===== src/rtl/mips_ctrl_pkg.sv =====
// Shared definitions for the multicycle MIPS control unit: opcodes, functs,
// ALU encodings, FSM states and the decoded control word.
package mips_ctrl_pkg;

    localparam logic [5:0] OP_SPECIAL = 6'h00;
    localparam logic [5:0] OP_J       = 6'h02;
    localparam logic [5:0] OP_JAL     = 6'h03;
    localparam logic [5:0] OP_BEQ     = 6'h04;
    localparam logic [5:0] OP_BNE     = 6'h05;
    localparam logic [5:0] OP_ADDI    = 6'h08;
    localparam logic [5:0] OP_ADDIU   = 6'h09;
    localparam logic [5:0] OP_SLTIU   = 6'h0B;
    localparam logic [5:0] OP_ORI     = 6'h0D;
    localparam logic [5:0] OP_LUI     = 6'h0F;
    localparam logic [5:0] OP_LW      = 6'h23;
    localparam logic [5:0] OP_SW      = 6'h2B;

    localparam logic [5:0] FN_JR      = 6'h08;
    localparam logic [5:0] FN_SYSCALL = 6'h0C;
    localparam logic [5:0] FN_ADD     = 6'h20;
    localparam logic [5:0] FN_ADDU    = 6'h21;
    localparam logic [5:0] FN_SUB     = 6'h22;
    localparam logic [5:0] FN_AND     = 6'h24;
    localparam logic [5:0] FN_OR      = 6'h25;
    localparam logic [5:0] FN_SLT     = 6'h2A;

    localparam int CNT_W         = 8;
    localparam int SYS_EXIT_CODE = 10;

    typedef enum logic [2:0] {
        ALU_AND = 3'b000,
        ALU_OR  = 3'b001,
        ALU_ADD = 3'b010,
        ALU_SUB = 3'b110,
        ALU_SLT = 3'b111
    } alu_op_t;

    typedef enum logic [2:0] {
        S_FETCH    = 3'd0,
        S_DECODE   = 3'd1,
        S_EXEC     = 3'd2,
        S_MEM      = 3'd3,
        S_WB       = 3'd4,
        S_SYS_WAIT = 3'd5,
        S_HALT     = 3'd6
    } state_t;

    // Instruction class selects the path taken after EXEC.
    typedef enum logic [2:0] {
        CLS_FLOW    = 3'd0,
        CLS_ALU     = 3'd1,
        CLS_LOAD    = 3'd2,
        CLS_STORE   = 3'd3,
        CLS_SYS     = 3'd4,
        CLS_ILLEGAL = 3'd5
    } iclass_t;

    typedef struct packed {
        iclass_t    iclass;
        logic [1:0] reg_dst;
        logic       jump;
        logic       branch;
        logic       jump_link;
        logic       jump_reg;
        logic       alu_src;
        logic       mem_to_reg;
        alu_op_t    alu_op;
        logic       mem_read;
        logic       mem_write;
        logic       reg_write;
    } ctrl_word_t;

endpackage


===== src/rtl/ctrl_decode.sv =====
// Purely combinational map from the instruction register to the control word;
// encodings match the original single-cycle decoder.
module ctrl_decode
    import mips_ctrl_pkg::*;
(
    input  logic [31:0] instr_i,
    output ctrl_word_t  cw_o
);

    logic [5:0] opcode;
    logic [5:0] funct;

    assign opcode = instr_i[31:26];
    assign funct  = instr_i[5:0];

    // NOTE: every output gets a default before the case so no path can infer a latch.
    always_comb begin
        cw_o        = '0;
        cw_o.iclass = CLS_FLOW;
        unique case (opcode)
            OP_SPECIAL: begin
                if (instr_i != 32'h0000_0000) begin
                    cw_o.iclass  = CLS_ALU;
                    cw_o.reg_dst = 2'd1;
                    cw_o.reg_write = 1'b1;
                    case (funct)
                        FN_ADD, FN_ADDU: cw_o.alu_op = ALU_ADD;
                        FN_SUB:          cw_o.alu_op = ALU_SUB;
                        FN_AND:          cw_o.alu_op = ALU_AND;
                        FN_OR:           cw_o.alu_op = ALU_OR;
                        FN_SLT:          cw_o.alu_op = ALU_SLT;
                        FN_JR: begin
                            cw_o          = '0;
                            cw_o.iclass   = CLS_FLOW;
                            cw_o.jump_reg = 1'b1;
                        end
                        FN_SYSCALL: begin
                            cw_o        = '0;
                            cw_o.iclass = CLS_SYS;
                        end
                        default: begin
                            cw_o        = '0;
                            cw_o.iclass = CLS_ILLEGAL;
                        end
                    endcase
                end
            end
            OP_ADDI, OP_ADDIU, OP_LUI, OP_ORI, OP_SLTIU: begin
                cw_o.iclass    = CLS_ALU;
                cw_o.alu_src   = 1'b1;
                cw_o.reg_write = 1'b1;
                cw_o.alu_op    = (opcode == OP_ORI)   ? ALU_OR  :
                                 (opcode == OP_SLTIU) ? ALU_SLT : ALU_ADD;
            end
            OP_LW: begin
                cw_o.iclass     = CLS_LOAD;
                cw_o.alu_src    = 1'b1;
                cw_o.alu_op     = ALU_ADD;
                cw_o.mem_read   = 1'b1;
                cw_o.mem_to_reg = 1'b1;
                cw_o.reg_write  = 1'b1;
            end
            OP_SW: begin
                cw_o.iclass    = CLS_STORE;
                cw_o.alu_src   = 1'b1;
                cw_o.alu_op    = ALU_ADD;
                cw_o.mem_write = 1'b1;
            end
            OP_BEQ, OP_BNE: begin
                cw_o.branch = 1'b1;
                cw_o.alu_op = ALU_SUB;
            end
            OP_J: cw_o.jump = 1'b1;
            OP_JAL: begin
                cw_o.iclass    = CLS_ALU;
                cw_o.jump      = 1'b1;
                cw_o.jump_link = 1'b1;
                cw_o.reg_dst   = 2'd2;
                cw_o.reg_write = 1'b1;
            end
            default: cw_o.iclass = CLS_ILLEGAL;
        endcase
    end

endmodule


===== src/rtl/multicycle_control.sv =====
// Multicycle MIPS control FSM: FETCH/DECODE/EXEC/MEM/WB with syscall handshake
// and halt. Define CTRL_ILLEGAL_TRAP_EN to trap unsupported encodings to HALT.
module multicycle_control
    import mips_ctrl_pkg::*;
#(
    parameter int DATA_W       = 32,
    parameter int MEM_WAIT_MAX = 15,
    parameter int SYS_WAIT_MAX = 255
) (
    input  logic              clk,
    input  logic              reset,
    input  logic              instr_valid,
    input  logic [31:0]       instr,
    input  logic [DATA_W-1:0] vreg,
    input  logic              mem_ready,
    input  logic              sys_ack,
    output logic              instr_ready,
    output logic [1:0]        RegDst,
    output logic              Jump,
    output logic              Branch,
    output logic              JumpLink,
    output logic              JumpReg,
    output logic              ALUSrc,
    output logic              MemToReg,
    output logic [2:0]        ALUop,
    output logic              MemRead,
    output logic              MemWrite,
    output logic              RegWrite,
    output logic              pc_write,
    output logic              sys_req,
    output logic [DATA_W-1:0] sys_code,
    output logic              halted,
    output logic              illegal,
    output logic [2:0]        state
);

    state_t            state_q, state_d;
    logic [31:0]       ir_q, ir_d;
    ctrl_word_t        cw_q, cw_d;
    ctrl_word_t        dec_cw;
    logic [DATA_W-1:0] sys_code_q, sys_code_d;
    logic [CNT_W-1:0]  cnt_q, cnt_d, cnt_inc;
    logic              illegal_q, illegal_d;
    logic              hold;

    ctrl_decode u_decode (
        .instr_i (ir_q),
        .cw_o    (dec_cw)
    );

    // NOTE: sequential state uses non-blocking assignments only.
    always_ff @(posedge clk or posedge reset) begin
        if (reset) begin
            state_q    <= S_FETCH;
            ir_q       <= '0;
            cw_q       <= '0;
            sys_code_q <= '0;
            cnt_q      <= '0;
            illegal_q  <= 1'b0;
        end else begin
            state_q    <= state_d;
            ir_q       <= ir_d;
            cw_q       <= cw_d;
            sys_code_q <= sys_code_d;
            cnt_q      <= cnt_d;
            illegal_q  <= illegal_d;
        end
    end

    assign cnt_inc = cnt_q + CNT_W'(1);

    always_comb begin
        state_d    = state_q;
        ir_d       = ir_q;
        cw_d       = cw_q;
        sys_code_d = sys_code_q;
        cnt_d      = '0;
        illegal_d  = illegal_q;
        pc_write   = 1'b0;
        unique case (state_q)
            S_FETCH: begin
                if (instr_valid) begin
                    ir_d    = instr;
                    state_d = S_DECODE;
                end
            end
            S_DECODE: begin
                cw_d       = dec_cw;
                sys_code_d = vreg;
                state_d    = S_EXEC;
                if (dec_cw.iclass == CLS_SYS)
                    state_d = (vreg == DATA_W'(SYS_EXIT_CODE)) ? S_HALT : S_SYS_WAIT;
`ifdef CTRL_ILLEGAL_TRAP_EN
                if (dec_cw.iclass == CLS_ILLEGAL) begin
                    illegal_d = 1'b1;
                    state_d   = S_HALT;
                end
`endif
            end
            S_EXEC: begin
                case (cw_q.iclass)
                    CLS_LOAD, CLS_STORE: state_d = S_MEM;
                    CLS_ALU:             state_d = S_WB;
                    default: begin
                        pc_write = 1'b1;
                        state_d  = S_FETCH;
                    end
                endcase
            end
            S_MEM: begin
                if (mem_ready) begin
                    if (cw_q.iclass == CLS_LOAD) begin
                        state_d = S_WB;
                    end else begin
                        pc_write = 1'b1;
                        state_d  = S_FETCH;
                    end
                end else if (cnt_inc == CNT_W'(MEM_WAIT_MAX)) begin
                    illegal_d = 1'b1;
                    state_d   = S_HALT;
                end else begin
                    cnt_d = cnt_inc;
                end
            end
            S_WB: begin
                pc_write = 1'b1;
                state_d  = S_FETCH;
            end
            S_SYS_WAIT: begin
                if (sys_ack) begin
                    pc_write = 1'b1;
                    state_d  = S_FETCH;
                end else if (cnt_inc == CNT_W'(SYS_WAIT_MAX)) begin
                    illegal_d = 1'b1;
                    state_d   = S_HALT;
                end else begin
                    cnt_d = cnt_inc;
                end
            end
            S_HALT:  state_d = S_HALT;
            default: state_d = S_FETCH;
        endcase
    end

    // Decoded controls are visible only while the instruction is past DECODE.
    assign hold = (state_q == S_EXEC) || (state_q == S_MEM) || (state_q == S_WB);

    assign instr_ready = (state_q == S_FETCH) && !reset;
    assign RegDst      = hold ? cw_q.reg_dst : 2'd0;
    assign Jump        = hold && cw_q.jump;
    assign Branch      = hold && cw_q.branch;
    assign JumpLink    = hold && cw_q.jump_link;
    assign JumpReg     = hold && cw_q.jump_reg;
    assign ALUSrc      = hold && cw_q.alu_src;
    assign MemToReg    = hold && cw_q.mem_to_reg;
    assign ALUop       = hold ? cw_q.alu_op : 3'd0;
    assign MemRead     = (state_q == S_MEM) && cw_q.mem_read;
    assign MemWrite    = (state_q == S_MEM) && cw_q.mem_write;
    assign RegWrite    = (state_q == S_WB) && cw_q.reg_write;
    assign sys_req     = (state_q == S_SYS_WAIT);
    assign sys_code    = sys_code_q;
    assign halted      = (state_q == S_HALT);
    assign illegal     = illegal_q;
    assign state       = state_q;

endmodule


===== config.mk =====
export PLATFORM = sky130hd
export DESIGN_NAME = multicycle_control
export DESIGN_NICKNAME = d
export VERILOG_FILES = /design/src/rtl/mips_ctrl_pkg.sv /design/src/rtl/ctrl_decode.sv /design/src/rtl/multicycle_control.sv
export SDC_FILE = /design/constraint.sdc
export NUM_CORES = 1
export LEC_CHECK = 0
export BUFFER_PORTS_ARGS = -buffer_cell sky130_fd_sc_hd__buf_2
export CAP_MARGIN = 20
export CORE_MARGIN = 2
export CORE_UTILIZATION = 53
export DETAILED_ROUTE_END_ITERATION = 6
export PLACE_DENSITY_LB_ADDON = 0.1
export SLEW_MARGIN = 20
export SYNTH_ARGS = -nofsm -noshare
export SYNTH_HDL_FRONTEND = slang
export SYNTH_HIERARCHICAL = 1
export SYNTH_SLANG_ARGS = --single-unit
export TNS_END_PERCENT = 5

===== constraint.sdc =====
create_clock -name clk -period 3.12 [get_ports clk]
set_input_delay 0.312 -clock clk [delete_from_list [all_inputs] [get_ports clk]]
set_output_delay 0.312 -clock clk [all_outputs]
set_load 0.05 [all_outputs]

# == Word-level counts from Yosys, hierarchy flattened ==
# Cells that the tools add are included.
# totals
output_inout_bits,54
in_bits,69
wordCells,134
reg_bits,93
# op_classes
reduce_logical,32
eq_ne,39
addsub,1
muxes,45
# op_table
cell,n
"6-bit equality test, second input constant",8
"6-bit by 4-bit equality test with 1-bit output, second input constant",7
11-bit case mux with 3 select lines,1
"32-bit by 4-bit equality test with 1-bit output, second input constant",1
8-bit 2-to-1 mux,4
32-bit nonzero test,1
3-bit 2-to-1 mux,10
3-bit case mux with 4 select lines,2
1-bit case mux with 2 select lines,9
3-bit case mux with 6 select lines,1
17-bit 2-to-1 mux,1
8-bit case mux with 2 select lines,1
3-bit case mux with 5 select lines,1
7-bit OR reduction,2
"3-bit by 2-bit equality test with 1-bit output, second input constant",4
"3-bit equality test, second input constant",4
"6-bit by 2-bit equality test with 1-bit output, second input constant",2
"6-bit by 3-bit equality test with 1-bit output, second input constant",2
6-bit OR reduction,2
1-bit logical AND,10
1-bit 2-to-1 mux,10
2-bit OR reduction,5
"8-bit by 1-bit adder with 8-bit output, second input constant",1
"8-bit by 4-bit equality test with 1-bit output, second input constant",1
20 further kinds,27

# == Logic depth before layout (Yosys ltp) ==
# depth
ltp_word,8
mapped_depth,10
mapped_depth_nobuf,9

# == Hierarchy ==
# The synthesis kept the hierarchy.
# by_module_without_submodules
module,area_per_inst_um2,n_inst,seq_area_each_um2,cells_per_inst
multicycle_control,4164.0,1,2327.2,316
ctrl_decode,459.2,1,0.0,75

# == Least setup slack after synthesis ==
# No wires, ideal clock.
# synth_timing
kind,reg-to-output
start,"register state_q[1], in the netlist state[1]"
end,output instr_ready
path_slack_ns,0.282
n_path_buf,2
path_stages_with_launch,4
arrival_ns,2.526
path_cell_list,dfrtp_1 > buf_2 > buf_1 > nor4_1
# synth_between
elab_chain_len,2
# synth_lines
element,line_no,rtl
from (decl),multicycle_control.sv:37,"state_t state_q, state_d;"
from (signal assigned),multicycle_control.sv:61,state_q <= state_d;
3-bit logical NOT,multicycle_control.sv:148,assign instr_ready = (state_q == S_FETCH) && !reset;
1-bit logical AND,multicycle_control.sv:148,
to (decl),multicycle_control.sv:17,"output logic instr_ready,"
# Every way passes these cells.

==> impl_metrics.ini <==
[place]
gp_congestion = 0.882
dp_hpwl_um = 7330
placedInstanceArea_mm2 = 0.00532
portBuffers = 122

[critical_path]
crit_family = simple AND/OR/NAND/NOR gates
arrival_ps = 2940
critPathBufInv = 0
cp_slowest_cell = dfrtp_1
worst_setup_path_end_kind = flip-flop
r2r_start = ir_q[28]
cp.required_ps = 3380
cp_cell_sequence = nor4_1, nand2_1, o311ai_0, nor3b_1, o221ai_1, o21ai_0, a31oi_1, nor3b_2
regToRegSetupSlack_ps = 440
rr_endpoint = state[2]
ff2ff_path_depth = 8
path_max_fanout = 14
worst_setup_path_start_kind = flip-flop
critical-path-max-stage-delay_ps = 530
critPathKind = reg2reg

[synthesis]
synthFlopType = dfrtp_1
synth_common_cells = dfrtp_1, mux2_2, nor2_1
synth_area_mm2 = 0.00462
synth_edf_count = 0
synth.most_common_cell = dfrtp_1
ys_ff_latch = 93
ys_types = 64
syn_area_per_cell_um2 = 11.8
synth_nets = 464
synth.top_cell.area_share_pct = 50.3
syn_inst = 391
synthArstFlopShare_pct = 100
yosysTopAreaCell = dfrtp_1
synth.top_cells.by_area = dfrtp_1, mux2_2, nor4_1
yosys_warnings = 6
synth_seq_area_share_pct = 50.3

[die]
core_area_mm2 = 0.00859
rows = 34
design.die.area_mm2 = 0.00949
dieHeight_um = 97.4
start_util_pct = 53.8
ios = 123
die_x_um = 97.4

[cells_and_area]
fin_area_mm2 = 0.00551
nFillCells = 726
drive_above_1_share_pct = 45.1
area_growth_syn_to_layout_pct = 19.2
antenna_cells = 0
final_net_count = 580

[cts]
cts.path.max_buffers = 2
cts_tree = done
clock_latency_ps = 350
cts_sinks = 93
clk_pin_slew_ps = 90
cts_resized = 0
hold_buffers = 0
htreeDepth = 3
cts_buffers = 9
post-cts-setup-buffer-count = 0
clockRootBuffer = clkbuf_8

[global_route]
grt_max_degree = 57
antenna_found_initial = 0
grt_pass1_wl_um = 16900
overflow = 0
grt_pass1_vias = 3454
track_usage_pct = 21.6

[sta]
fmaxAchievable_ghz = 0.373
setup_tns_ps = 0
hold_violations = 0
max_slew_margin_pct = 53.6
grt_setup_unrepaired = false
finClkSkew_ps = 13.4
tightest_slew_ps = 689
period_needed_ps = 2680
setup_violations = 0
slew_violations = 0
post-route-period-util_pct = 85.8

[drt]
drtIter0Drc = 190
drt_wl_total_um = 9920
via_count = 3517
avgViaCountPerCell = 5.67
avgRoutedWirePerCell_um = 16.0
firstDrtPassIters = 5
drc = 0
antenna_left = 0

[min_path]
hp-class = in2async

[run_status]
status = completed

[flow_run]
max_cap_viol_count = 0

[pwr]
p_leak_nw = 2.46
power_density_mw_per_mm2 = 1030
ir_drop_mv = 0.766
[worst max-delay path by stage]
stage                  start           to  slack [ps]  cells after the start
CTS                 ir_q[29]     state[2]         460                      8
detailed placement  ir_q[29]     state[2]         490                      8
finish              ir_q[28]     state[2]         440                      8
floorplan           state[1]  instr_ready         280                      3
global route        ir_q[29]     state[2]          80                      8
global placement    ir_q[28]     state[2]         640                      8
[layout make-up]
| class | instances | area [µm²] | area share, % |
|---|---|---|---|
| Clock buffer | 10 | 128 | 2.32 |
| Clock inverter | 6 | 68.8 | 1.25 |
| Inverter | 9 | 35.0 | 0.636 |
| Multi-Input combinational cell | 267 | 2160 | 39.1 |
| Sequential cell | 93 | 2330 | 42.2 |
| Tap cell | 108 | 135 | 2.45 |
| Timing Repair Buffer | 127 | 661 | 12.0 |
[kinds of logic after synthesis]
family,share of synthesized area (%)
mux,19.9
compound gates,9.42
xor+xnor,1.52
fa+ha+maj,1.08
buf+inv,3.30
simple gates,14.4
flops,50.3
[placed cells by master, fill, tap and decap left out, drive strengths merged, types with 5 or more instances in the layout]
cell type / instances
o21ai: 10
nor3: 9
clkbuf: 10
inv: 10
nor3b: 6
buf: 127
nand2: 14
nand4: 5
mux2: 80
nor2: 22
nor2b: 15
nor4: 16
nand3: 8
a21oi: 12
dfrtp: 93
[report_power, final]
| part | total [W] | switching [W] | internal, W |
|---|---|---|---|
| clock network | 0.000804 | 0.000427 | 0.000377 |
| logic | 0.00271 | 0.00166 | 0.00105 |
| registers | 0.00216 | 0.000456 | 0.00170 |
[metal layers]
metal | global-route usage, % | part of all wire, % | vias up
met5 | 0 | 0 | -
li1 | - | - | 1666
met1 | 31.8 | 46 | 1721
met3 | 4.32 | 7.0 | 11
met4 | 5.45 | 1.1 | 0
met2 | 33.2 | 46 | 119
[metrics by stage]
| step | cells | total power [W] | setup slack (ps) | util [%] | hold WS [ps] |
|---|---|---|---|---|---|
| after floorplan | 391 | 0.00429 | 282 | - | 447 |
| after global placement | 604 | 0.00483 | 638 | 61.9 | 427 |
| after detailed placement | 604 | 0.00491 | 489 | 61.9 | 445 |
| after CTS | 620 | 0.00572 | 461 | 64.1 | 64.4 |
| after global routing | 620 | 0.00602 | 76.8 | 64.1 | 101 |
| final | 620 | 0.00568 | 443 | 64.1 | 47.6 |
[registers in the layout (all words and copies together), names as in the netlist]
register,cells
illegal,1
cnt_q,8
cw_q,17
sys_code,32
state,3
ir_q,32
No activity file was read; power rests on OpenSTA's default activity.
